$ cat config.mk
export PLATFORM = sky130hd
export DESIGN_NAME = srg_id_ex_stage
export DESIGN_NICKNAME = d
export VERILOG_FILES = /design/src/rtl/srg_alu_pkg.sv /design/src/rtl/srg_alu_ctrl.sv /design/src/rtl/srg_id_ex_stage.sv
export SDC_FILE = /design/constraint.sdc
export NUM_CORES = 1
export LEC_CHECK = 0
export ABC_CLOCK_PERIOD_IN_PS = 3100
export CORE_UTILIZATION = 41
export CTS_CLUSTER_DIAMETER = 200
export DETAILED_ROUTE_END_ITERATION = 16
export PLACE_DENSITY = 0.87
export SYNTH_ARGS = -nofsm -noshare
export SYNTH_HDL_FRONTEND = slang
export SYNTH_SLANG_ARGS = --single-unit
$ cat constraint.sdc
create_clock -name clk -period 3.1 [get_ports clk]
set_input_delay 0.31 -clock clk [delete_from_list [all_inputs] [get_ports clk]]
set_output_delay 0.31 -clock clk [all_outputs]
set_load 0.02 [all_outputs]
$ cat src/rtl/srg_alu_pkg.sv
`default_nettype none
// ============================================================================
//  Module   : srg_alu_pkg
//  Purpose  : Shared ALU constants for the ID/EX stage. Holds the
//             OperationSelect encodings, the alu_op codes coming from the main
//             decoder, and the R-type funct values recognised by the ALU
//             control decoder.
//  Ports    : none (package)
//  Revision : 1.0  initial release
// ============================================================================
package srg_alu_pkg;

   // OperationSelect: bit2 invert-B/carry-in, bit1 arithmetic/logic,
   // bit0 or/slt select.
   typedef enum logic [2:0] {
      C_SEL_AND = 3'b000,
      C_SEL_OR  = 3'b001,
      C_SEL_ADD = 3'b010,
      C_SEL_SUB = 3'b110,
      C_SEL_SLT = 3'b111
   } alu_sel_e;

   // alu_op codes from the main decoder.
   localparam logic [1:0] C_ALUOP_ADD   = 2'b00;
   localparam logic [1:0] C_ALUOP_SUB   = 2'b01;
   localparam logic [1:0] C_ALUOP_RTYPE = 2'b10;
   localparam logic [1:0] C_ALUOP_RSVD  = 2'b11;

   // R-type funct field values.
   localparam logic [5:0] C_FUNCT_ADD = 6'b100000;
   localparam logic [5:0] C_FUNCT_SUB = 6'b100010;
   localparam logic [5:0] C_FUNCT_AND = 6'b100100;
   localparam logic [5:0] C_FUNCT_OR  = 6'b100101;
   localparam logic [5:0] C_FUNCT_SLT = 6'b101010;

endpackage : srg_alu_pkg
`default_nettype wire

$ cat src/rtl/srg_alu_ctrl.sv
`default_nettype none
// ============================================================================
//  Module   : srg_alu_ctrl
//  Purpose  : Combinational ALU control decoder. Maps (alu_op, funct) to the
//             3-bit OperationSelect and flags unrecognised encodings.
//  Ports    : i_alu_op  [1:0] main-decoder ALU operation class
//             i_funct   [5:0] R-type function field
//             o_alu_sel [2:0] OperationSelect
//             o_illegal       unrecognised alu_op/funct (selects ADD)
//  Revision : 1.0  initial release
// ============================================================================
module srg_alu_ctrl
   import srg_alu_pkg::*;
(
   input  logic [1:0] i_alu_op,
   input  logic [5:0] i_funct,
   output logic [2:0] o_alu_sel,
   output logic       o_illegal
);

   always_comb begin
      o_alu_sel = C_SEL_ADD;
      o_illegal = 1'b0;
      case (i_alu_op)
         C_ALUOP_ADD: o_alu_sel = C_SEL_ADD;
         C_ALUOP_SUB: o_alu_sel = C_SEL_SUB;
         C_ALUOP_RTYPE: begin
            case (i_funct)
               C_FUNCT_ADD: o_alu_sel = C_SEL_ADD;
               C_FUNCT_SUB: o_alu_sel = C_SEL_SUB;
               C_FUNCT_AND: o_alu_sel = C_SEL_AND;
               C_FUNCT_OR:  o_alu_sel = C_SEL_OR;
               C_FUNCT_SLT: o_alu_sel = C_SEL_SLT;
               default: begin
                  o_alu_sel = C_SEL_ADD;
                  o_illegal = 1'b1;
               end
            endcase
         end
         default: begin
            // Reserved alu_op: harmless ADD, flagged illegal.
            o_alu_sel = C_SEL_ADD;
            o_illegal = 1'b1;
         end
      endcase
   end

endmodule : srg_alu_ctrl
`default_nettype wire

$ cat src/rtl/srg_id_ex_stage.sv
`default_nettype none
// ============================================================================
//  Module   : srg_id_ex_stage
//  Purpose  : ID/EX pipeline register with operand forwarding and ALU control
//             decode. One-entry valid/ready register; forwarding and decode
//             are resolved in the capture cycle only.
//  Ports    : clk, rst_n (async, active-low)
//             i_in_valid / o_in_ready          upstream handshake
//             i_rs_data, i_rt_data, i_imm      operand sources
//             i_rs_addr, i_rt_addr, i_rd_addr  register numbers
//             i_alu_src, i_alu_op, i_funct     operand/ALU decode controls
//             i_wr_en, i_flush                 writeback enable, kill
//             i_exmem_*, i_memwb_*             forwarding sources
//             o_out_valid / i_out_ready        downstream handshake
//             o_alu_a, o_alu_b, o_alu_sel      registered ALU inputs
//             o_out_rd, o_out_wr_en, o_illegal registered writeback info
//  Revision : 1.0  initial release
// ============================================================================
module srg_id_ex_stage
   import srg_alu_pkg::*;
#(
   parameter int DW = 32,
   parameter int RW = 5
) (
   input  logic          clk,
   input  logic          rst_n,
   input  logic          i_in_valid,
   output logic          o_in_ready,
   input  logic [DW-1:0] i_rs_data,
   input  logic [DW-1:0] i_rt_data,
   input  logic [DW-1:0] i_imm,
   input  logic [RW-1:0] i_rs_addr,
   input  logic [RW-1:0] i_rt_addr,
   input  logic [RW-1:0] i_rd_addr,
   input  logic          i_alu_src,
   input  logic [1:0]    i_alu_op,
   input  logic [5:0]    i_funct,
   input  logic          i_wr_en,
   input  logic          i_flush,
   input  logic          i_exmem_wr_en,
   input  logic          i_memwb_wr_en,
   input  logic [RW-1:0] i_exmem_rd,
   input  logic [RW-1:0] i_memwb_rd,
   input  logic [DW-1:0] i_exmem_result,
   input  logic [DW-1:0] i_memwb_result,
   output logic          o_out_valid,
   input  logic          i_out_ready,
   output logic [DW-1:0] o_alu_a,
   output logic [DW-1:0] o_alu_b,
   output logic [2:0]    o_alu_sel,
   output logic [RW-1:0] o_out_rd,
   output logic          o_out_wr_en,
   output logic          o_illegal
);

   logic          r_valid;
   logic [DW-1:0] r_alu_a;
   logic [DW-1:0] r_alu_b;
   logic [2:0]    r_alu_sel;
   logic [RW-1:0] r_rd;
   logic          r_wr_en;
   logic          r_illegal;

   logic [DW-1:0] w_fwd_a;
   logic [DW-1:0] w_fwd_b;
   logic [DW-1:0] w_op_b;
   logic [2:0]    w_alu_sel;
   logic          w_illegal;
   logic          w_in_ready;
   logic          w_capture;

   srg_alu_ctrl u_alu_ctrl (
      .i_alu_op  (i_alu_op),
      .i_funct   (i_funct),
      .o_alu_sel (w_alu_sel),
      .o_illegal (w_illegal)
   );

   // Forwarding: EX/MEM beats MEM/WB; register 0 is never forwarded.
   always_comb begin
      w_fwd_a = i_rs_data;
      if (i_exmem_wr_en && (i_exmem_rd == i_rs_addr) && (i_rs_addr != '0))
         w_fwd_a = i_exmem_result;
      else if (i_memwb_wr_en && (i_memwb_rd == i_rs_addr) && (i_rs_addr != '0))
         w_fwd_a = i_memwb_result;

      w_fwd_b = i_rt_data;
      if (i_exmem_wr_en && (i_exmem_rd == i_rt_addr) && (i_rt_addr != '0))
         w_fwd_b = i_exmem_result;
      else if (i_memwb_wr_en && (i_memwb_rd == i_rt_addr) && (i_rt_addr != '0))
         w_fwd_b = i_memwb_result;
   end

   assign w_op_b     = i_alu_src ? i_imm : w_fwd_b;
   assign w_in_ready = !r_valid || i_out_ready;
   assign w_capture  = i_in_valid && w_in_ready;

   // Flush dominates capture; data fields only ever change on capture.
   always_ff @(posedge clk or negedge rst_n) begin
      if (!rst_n) begin
         r_valid   <= 1'b0;
         r_alu_a   <= '0;
         r_alu_b   <= '0;
         r_alu_sel <= '0;
         r_rd      <= '0;
         r_wr_en   <= 1'b0;
         r_illegal <= 1'b0;
      end else if (i_flush) begin
         r_valid   <= 1'b0;
      end else if (w_capture) begin
         r_valid   <= 1'b1;
         r_alu_a   <= w_fwd_a;
         r_alu_b   <= w_op_b;
         r_alu_sel <= w_alu_sel;
         r_rd      <= i_rd_addr;
         r_wr_en   <= i_wr_en && !w_illegal;
         r_illegal <= w_illegal;
      end else if (r_valid && i_out_ready) begin
         r_valid   <= 1'b0;
      end
   end

   assign o_in_ready  = w_in_ready;
   assign o_out_valid = r_valid;
   assign o_alu_a     = r_alu_a;
   assign o_alu_b     = r_alu_b;
   assign o_alu_sel   = r_alu_sel;
   assign o_out_rd    = r_rd;
   assign o_out_wr_en = r_wr_en;
   assign o_illegal   = r_illegal;

endmodule : srg_id_ex_stage
`default_nettype wire

# After elaboration in Yosys (flattened, before gate mapping)

Index checks and enable logic that the tools add are counted.

Bits of input ports: 202
Word-level logic and storage cells: 52
Flip-flop bits (word level): 75

Eq/ne operators: 11
Muxes and demuxes: 12
Bitwise operators: 1
Reductions and logical operators: 21

Operators with widths:

| operator                                                        | count |
|---|---|
| 32-bit two-way mux                                              | 5 |
| 6-bit == test, second input constant                            | 5 |
| 5-bit == test                                                   | 4 |
| 3-bit one-hot mux with 4 select lines                           | 1 |
| 1-bit logical AND                                               | 11 |
| 5-bit nonzero test                                              | 2 |
| 3-bit one-hot mux with 2 select lines                           | 1 |
| 5-bit OR reduction                                              | 1 |
| 1-bit two-way mux                                               | 4 |
| 3-bit nonzero test                                              | 1 |
| 2-bit by 1-bit == test with 1-bit output, second input constant | 1 |
| 2-bit == test, second input constant                            | 1 |
| 1-bit logical NOT                                               | 2 |
| 2-bit logical NOT                                               | 1 |
| 1-bit one-hot mux with 2 select lines                           | 1 |
| 2-bit AND reduction                                             | 1 |
| 2-bit OR reduction                                              | 1 |
| 1-bit logical OR                                                | 1 |
| 1-bit NOT                                                       | 1 |

# Logic depth before layout (Yosys ltp)

Word-level depth: 6
Gate-level depth with buffers: 7
Depth with buffers taken out: 6

# Hierarchy

A second synthesis with hierarchy kept.

Cells, all modules: 497
Area total of the unflattened synthesis: 4,737.0 um2

Modules (own cells, without submodules):

| module          | area an instance (um2) | sequential area each (um2) | cells an instance | instances |
|---|---|---|---|---|
| srg_id_ex_stage | 4,588.2                | 1,876.8                    | 475               | 1 |
| srg_alu_ctrl    | 148.9                  | 0.0                        | 22                | 1 |

# Worst setup path after synthesis

OpenSTA, ideal clock, no wires.

Path type: register -> register
Start: register r_valid (netlist: o_out_valid)
End: register r_alu_b[18] (netlist: o_alu_b[18])
Setup time: 0.094 ns
Data arrival time: 1.739 ns
Cell stages (with the launch flop): 7
Clock period less this slack: 1.833 ns
Path slack: 1.267 ns
Path buffers: 2
Path through: dfrtp_1 nor2b_1 nor3b_1 clkbuf_1 clkbuf_1 o21ai_0 a221oi_2

Word-level cells in the longest chain between the ends: 4

RTL lines:

| what                                 | RTL line               | source |
|---|---|---|
| from (decl)                          | srg_id_ex_stage.sv:56  | `logic r_valid;` |
| from (signal assigned)               | srg_id_ex_stage.sv:101 | `r_valid <= 1'b0;` |
| from (signal assigned)               | srg_id_ex_stage.sv:109 | `r_valid <= 1'b0;` |
| from (signal assigned)               | srg_id_ex_stage.sv:111 | `r_valid <= 1'b1;` |
| 1-bit logical NOT                    | srg_id_ex_stage.sv:95  | `assign w_in_ready = !r_valid \|\| i_out_ready;` |
| 1-bit logical OR                     | srg_id_ex_stage.sv:95  |  |
| 1-bit logical AND                    | srg_id_ex_stage.sv:96  | `assign w_capture = i_in_valid && w_in_ready;` |
| 2-bit AND reduction (no source line) | -                      |  |
| to (signal assigned)                 | srg_id_ex_stage.sv:113 | `r_alu_b <= w_op_b;` |
| to (decl)                            | srg_id_ex_stage.sv:58  | `logic [DW-1:0] r_alu_b;` |

Every way passes these cells.
A chain may end at the register's enable or synchronous reset.

# Worst setup path in the final report

Start: input port i_memwb_rd[3]
End: register r_alu_a[21] (netlist: o_alu_a[21])

Word-level cells in the longest chain between the ends: 5

RTL lines:

| what                           | RTL line               | source |
|---|---|---|
| from (decl)                    | srg_id_ex_stage.sv:43  | `input logic [RW-1:0] i_memwb_rd,` |
| 5-bit == test                  | srg_id_ex_stage.sv:84  | `else if (i_memwb_wr_en && (i_memwb_rd == i_rs_addr) && (i_rs_addr != '0))` |
| 1-bit logical AND (2 in a row) | srg_id_ex_stage.sv:84  |  |
| 32-bit two-way mux             | srg_id_ex_stage.sv:84  |  |
| 32-bit two-way mux             | srg_id_ex_stage.sv:82  | `if (i_exmem_wr_en && (i_exmem_rd == i_rs_addr) && (i_rs_addr != '0))` |
| to (signal assigned)           | srg_id_ex_stage.sv:112 | `r_alu_a <= w_fwd_a;` |
| to (decl)                      | srg_id_ex_stage.sv:57  | `logic [DW-1:0] r_alu_a;` |

Every way passes these cells.

==> results_dict.tcl <==
set metrics [dict create \
    drt_iter0_drc 308 \
    crit_chain "clkdlybuf4s50_1 > xnor2_1 > nand4_1 > nor3_4 > buf_4 > mux2i_1 > o221ai_1" \
    post_cts_resized 0 \
    diodes 0 \
    rows 38 \
    slowest_stage "nor3_4" \
    synth_area_leaders "dfrtp_1 (40%), mux2i_1 (14%), a221oi_2 (9.7%), o221ai_1 (6.0%), nand3b_1 (5.3%)" \
    post-place-cells 852 \
    setup_viol 0 \
    end_kind "flip-flop" \
    irDropWorstVdd_uv 376 \
    path_delay_family "simple AND/OR/NAND/NOR gates" \
    rsz0062_at_grt "no" \
    setup-tns-final_ns 0 \
    total_power_uw 3670 \
    grtUsageMet2_pct 55.2 \
    antenna_found_initial 0 \
    critPathBufInv 2 \
    root_buffer "clkbuf_16" \
    grt_busiest_layer "met2" \
    nNetsFinal 928 \
    wl_per_cell_um 20.6 \
    cts_setup_buffers 0 \
    via_per_inst 5.61 \
    synth_area_um2 4660 \
    synthMostInstantiatedCell "dfrtp_1" \
    yosys_most_used_dff "dfrtp_1" \
    worstPathRequired_ns 3.28 \
    ioPinCount 278 \
    clock_latency_ns 0.32 \
    die-height_um 109 \
    drv_slew 0 \
    clkTransAtPathRegs_ns 0.06 \
    fin_ws_ns 0.329 \
    synth_common_cells "dfrtp_1 (75), mux2i_1 (64), nand2_1 (53)" \
    drive_gt1_share_pct 9.22 \
    cts-hold-fix-buffers 0 \
    period_minus_slack_ns 2.77 \
    cts_tree "built" \
    grt_pass1_wl_um 27100 \
    async_flop_share_pct 100 \
    portBuffers 277 \
    p_leak_uw 0.00306 \
    ys_seq_area_share_pct 40.3 \
    core_um2 10900 \
    grt_usage_pct 30.4 \
    intPower_uw 2580 \
    via_count 4865 \
    start_kind "input port" \
    cts_made_buffers 9 \
    cp_max_fo 17 \
    cts.htree.levels 3 \
    synth_top_area_share_pct 40.3 \
    dpl_worst_slack_ns -0.0119 \
    grtUsageMet3_pct 6.09 \
    p_clk_share_pct 32.2 \
    synthDistinctLibCells 34 \
    cts.sink_count 75 \
    synth.largest_area_cell "dfrtp_1" \
    worst-setup-path-type "input port to flip-flop" \
    die_area_um2 11800 \
    fillCellCount 812 \
    skew_ns 0.00563 \
    combinationalPowerShare_pct 34.1 \
    met1_usage_pct 34.1 \
    grt_max_degree 76 \
    tightest_slew_ns 1.18 \
    grt_pass1_vias 5226 \
    max_slew_margin_pct 21.1 \
    worstPathArrival_ns 2.95 \
    dr.pass1.iters 5 \
    seqPwrFrac_pct 33.7 \
    cap_viol_max_count 0 \
    die_w_um 109 \
    synth_warnings 0 \
    start_util_pct 42.6 \
    slowest_delay_ns 0.91 \
    cts.path.max_buffers 2 \
    min_path_type "input port to async pin" \
    grt_overflow 0 \
    syn_nets 659 \
    power_density_nw_per_um2 464 \
    remaining_drc_errors 0 \
    finalCritPeriodShare_pct 89.4 \
    status "finished clean" \
    net-switching-power_uw 1080 \
    syn_inst 454 \
    avgSynthCellArea_um2 10.3 \
    swShare_pct 29.5 \
    postRouteAntennaNets 0 \
    fin_cells 867 \
    report.final.hold_viol_count 0 \
    gp_congestion 0.991 \
    syn_to_final_growth_pct 69.7 \
    synth_edf_count 0 \
    wirelength_um 17800 \
    fmax_ghz 0.361 \
    dpl.hpwl_um 13400 \
    synth-seq-cells 75 \
]
## kinds of logic (layout without fill, tap and decap cells)
| logic type | count (synthesis) | in the layout | share of synthesized area [%] |
|---|---|---|---|
| AO/OA/AOI/OAI | 104 | 104 | 20.6 |
| XOR/XNOR | 20 | 20 | 3.76 |
| adder cells (fa/ha/maj) | 3 | 3 | 0.806 |
| buffers and inverters | 70 | 343 | 6.88 |
| flip-flops | 75 | 75 | 40.3 |
| multiplexers | 64 | 64 | 13.8 |
| AND/OR/NAND/NOR | 118 | 118 | 13.9 |
## placed cells by master (no fill, tap or decap), types with 2 or more instances in the layout
cell type / synthesis / routed
nor4_1: 2 / 2
clkbuf_16: 0 / 9
nand3b_1: 33 / 33
dfrtp_1: 75 / 75
a221oi_2: 30 / 30
a221oi_1: 2 / 2
o21ai_1: 3 / 3
a31oi_1: 2 / 2
ha_1: 3 / 3
bufinv_16: 0 / 3
clkdlybuf4s50_1: 0 / 276
mux2i_1: 64 / 64
nand2_1: 53 / 53
o21ai_0: 32 / 32
nor3_4: 0 / 3
buf_4: 0 / 15
xnor2_1: 16 / 16
nor2b_1: 2 / 2
nand2b_1: 3 / 3
inv_1: 35 / 35
nor2_1: 8 / 8
nand4_1: 5 / 5
nor3_1: 2 / 2
o221ai_1: 32 / 32
xor2_1: 4 / 4
or4_1: 2 / 2
## metrics by stage
step                      instance area [um2]  hold WS, ns  utilization, %
after floorplan                          4660       0.0144               -
after global placement                   7570        0.458            69.3
after detailed placement                 7570        0.464            69.3
after CTS                                7910        0.193            72.3
after global routing                     7910        0.240            72.3
final                                    7910        0.163            72.3
## layer usage
layer | wire [um] | share of wire [%]
met5 | 0 | 0
met4 | 687 | 3.9
met3 | 1350 | 7.6
met2 | 9190 | 52
met1 | 6610 | 37
## final cells by class
type                       count  area [um2]  share of cell area, %
timing repair buffer         292        2900                   36.6
multi-input combinational    309        2490                   31.5
sequential                    75        1880                   23.7
clock buffer                  10         229                   2.90
tap                          140         175                   2.22
inverter                      36         135                   1.71
clock inverter                 5         103                   1.30
## worst paths after layout
path / from / slack [ns] / cells after the start / end
max reg2reg: o_out_valid / 1.19 / 5 / o_alu_b[21]
min in group clk: o_out_rd[1] / 0.49 / 2 / o_out_rd[1]
min: rst_n / 0.16 / 1 / o_out_valid
min reg2reg: o_out_rd[1] / 0.49 / 2 / o_out_rd[1]
max in group asynchronous: rst_n / 2.32 / 1 / o_alu_b[12]
max: i_memwb_rd[3] / 0.33 / 7 / o_alu_a[21]
## state kept, by name, indices dropped and copies added (netlist names)
name	flops
o_alu_a	32
o_alu_b	32
o_out_rd	5
o_alu_sel	3
o_illegal	1
o_out_valid	1
o_out_wr_en	1
## power groups by stage
stage | logic (uW) | clock network [uW] | registers (uW)
final | 1250 | 1180 | 1230
after global placement | 1230 | 0 | 1240
after global routing | 1320 | 1230 | 1250
after floorplan | 329 | 0 | 1430
after detailed placement | 1250 | 0 | 1240
after CTS | 1250 | 1190 | 1230
Power figures use the tool's default switching activity.
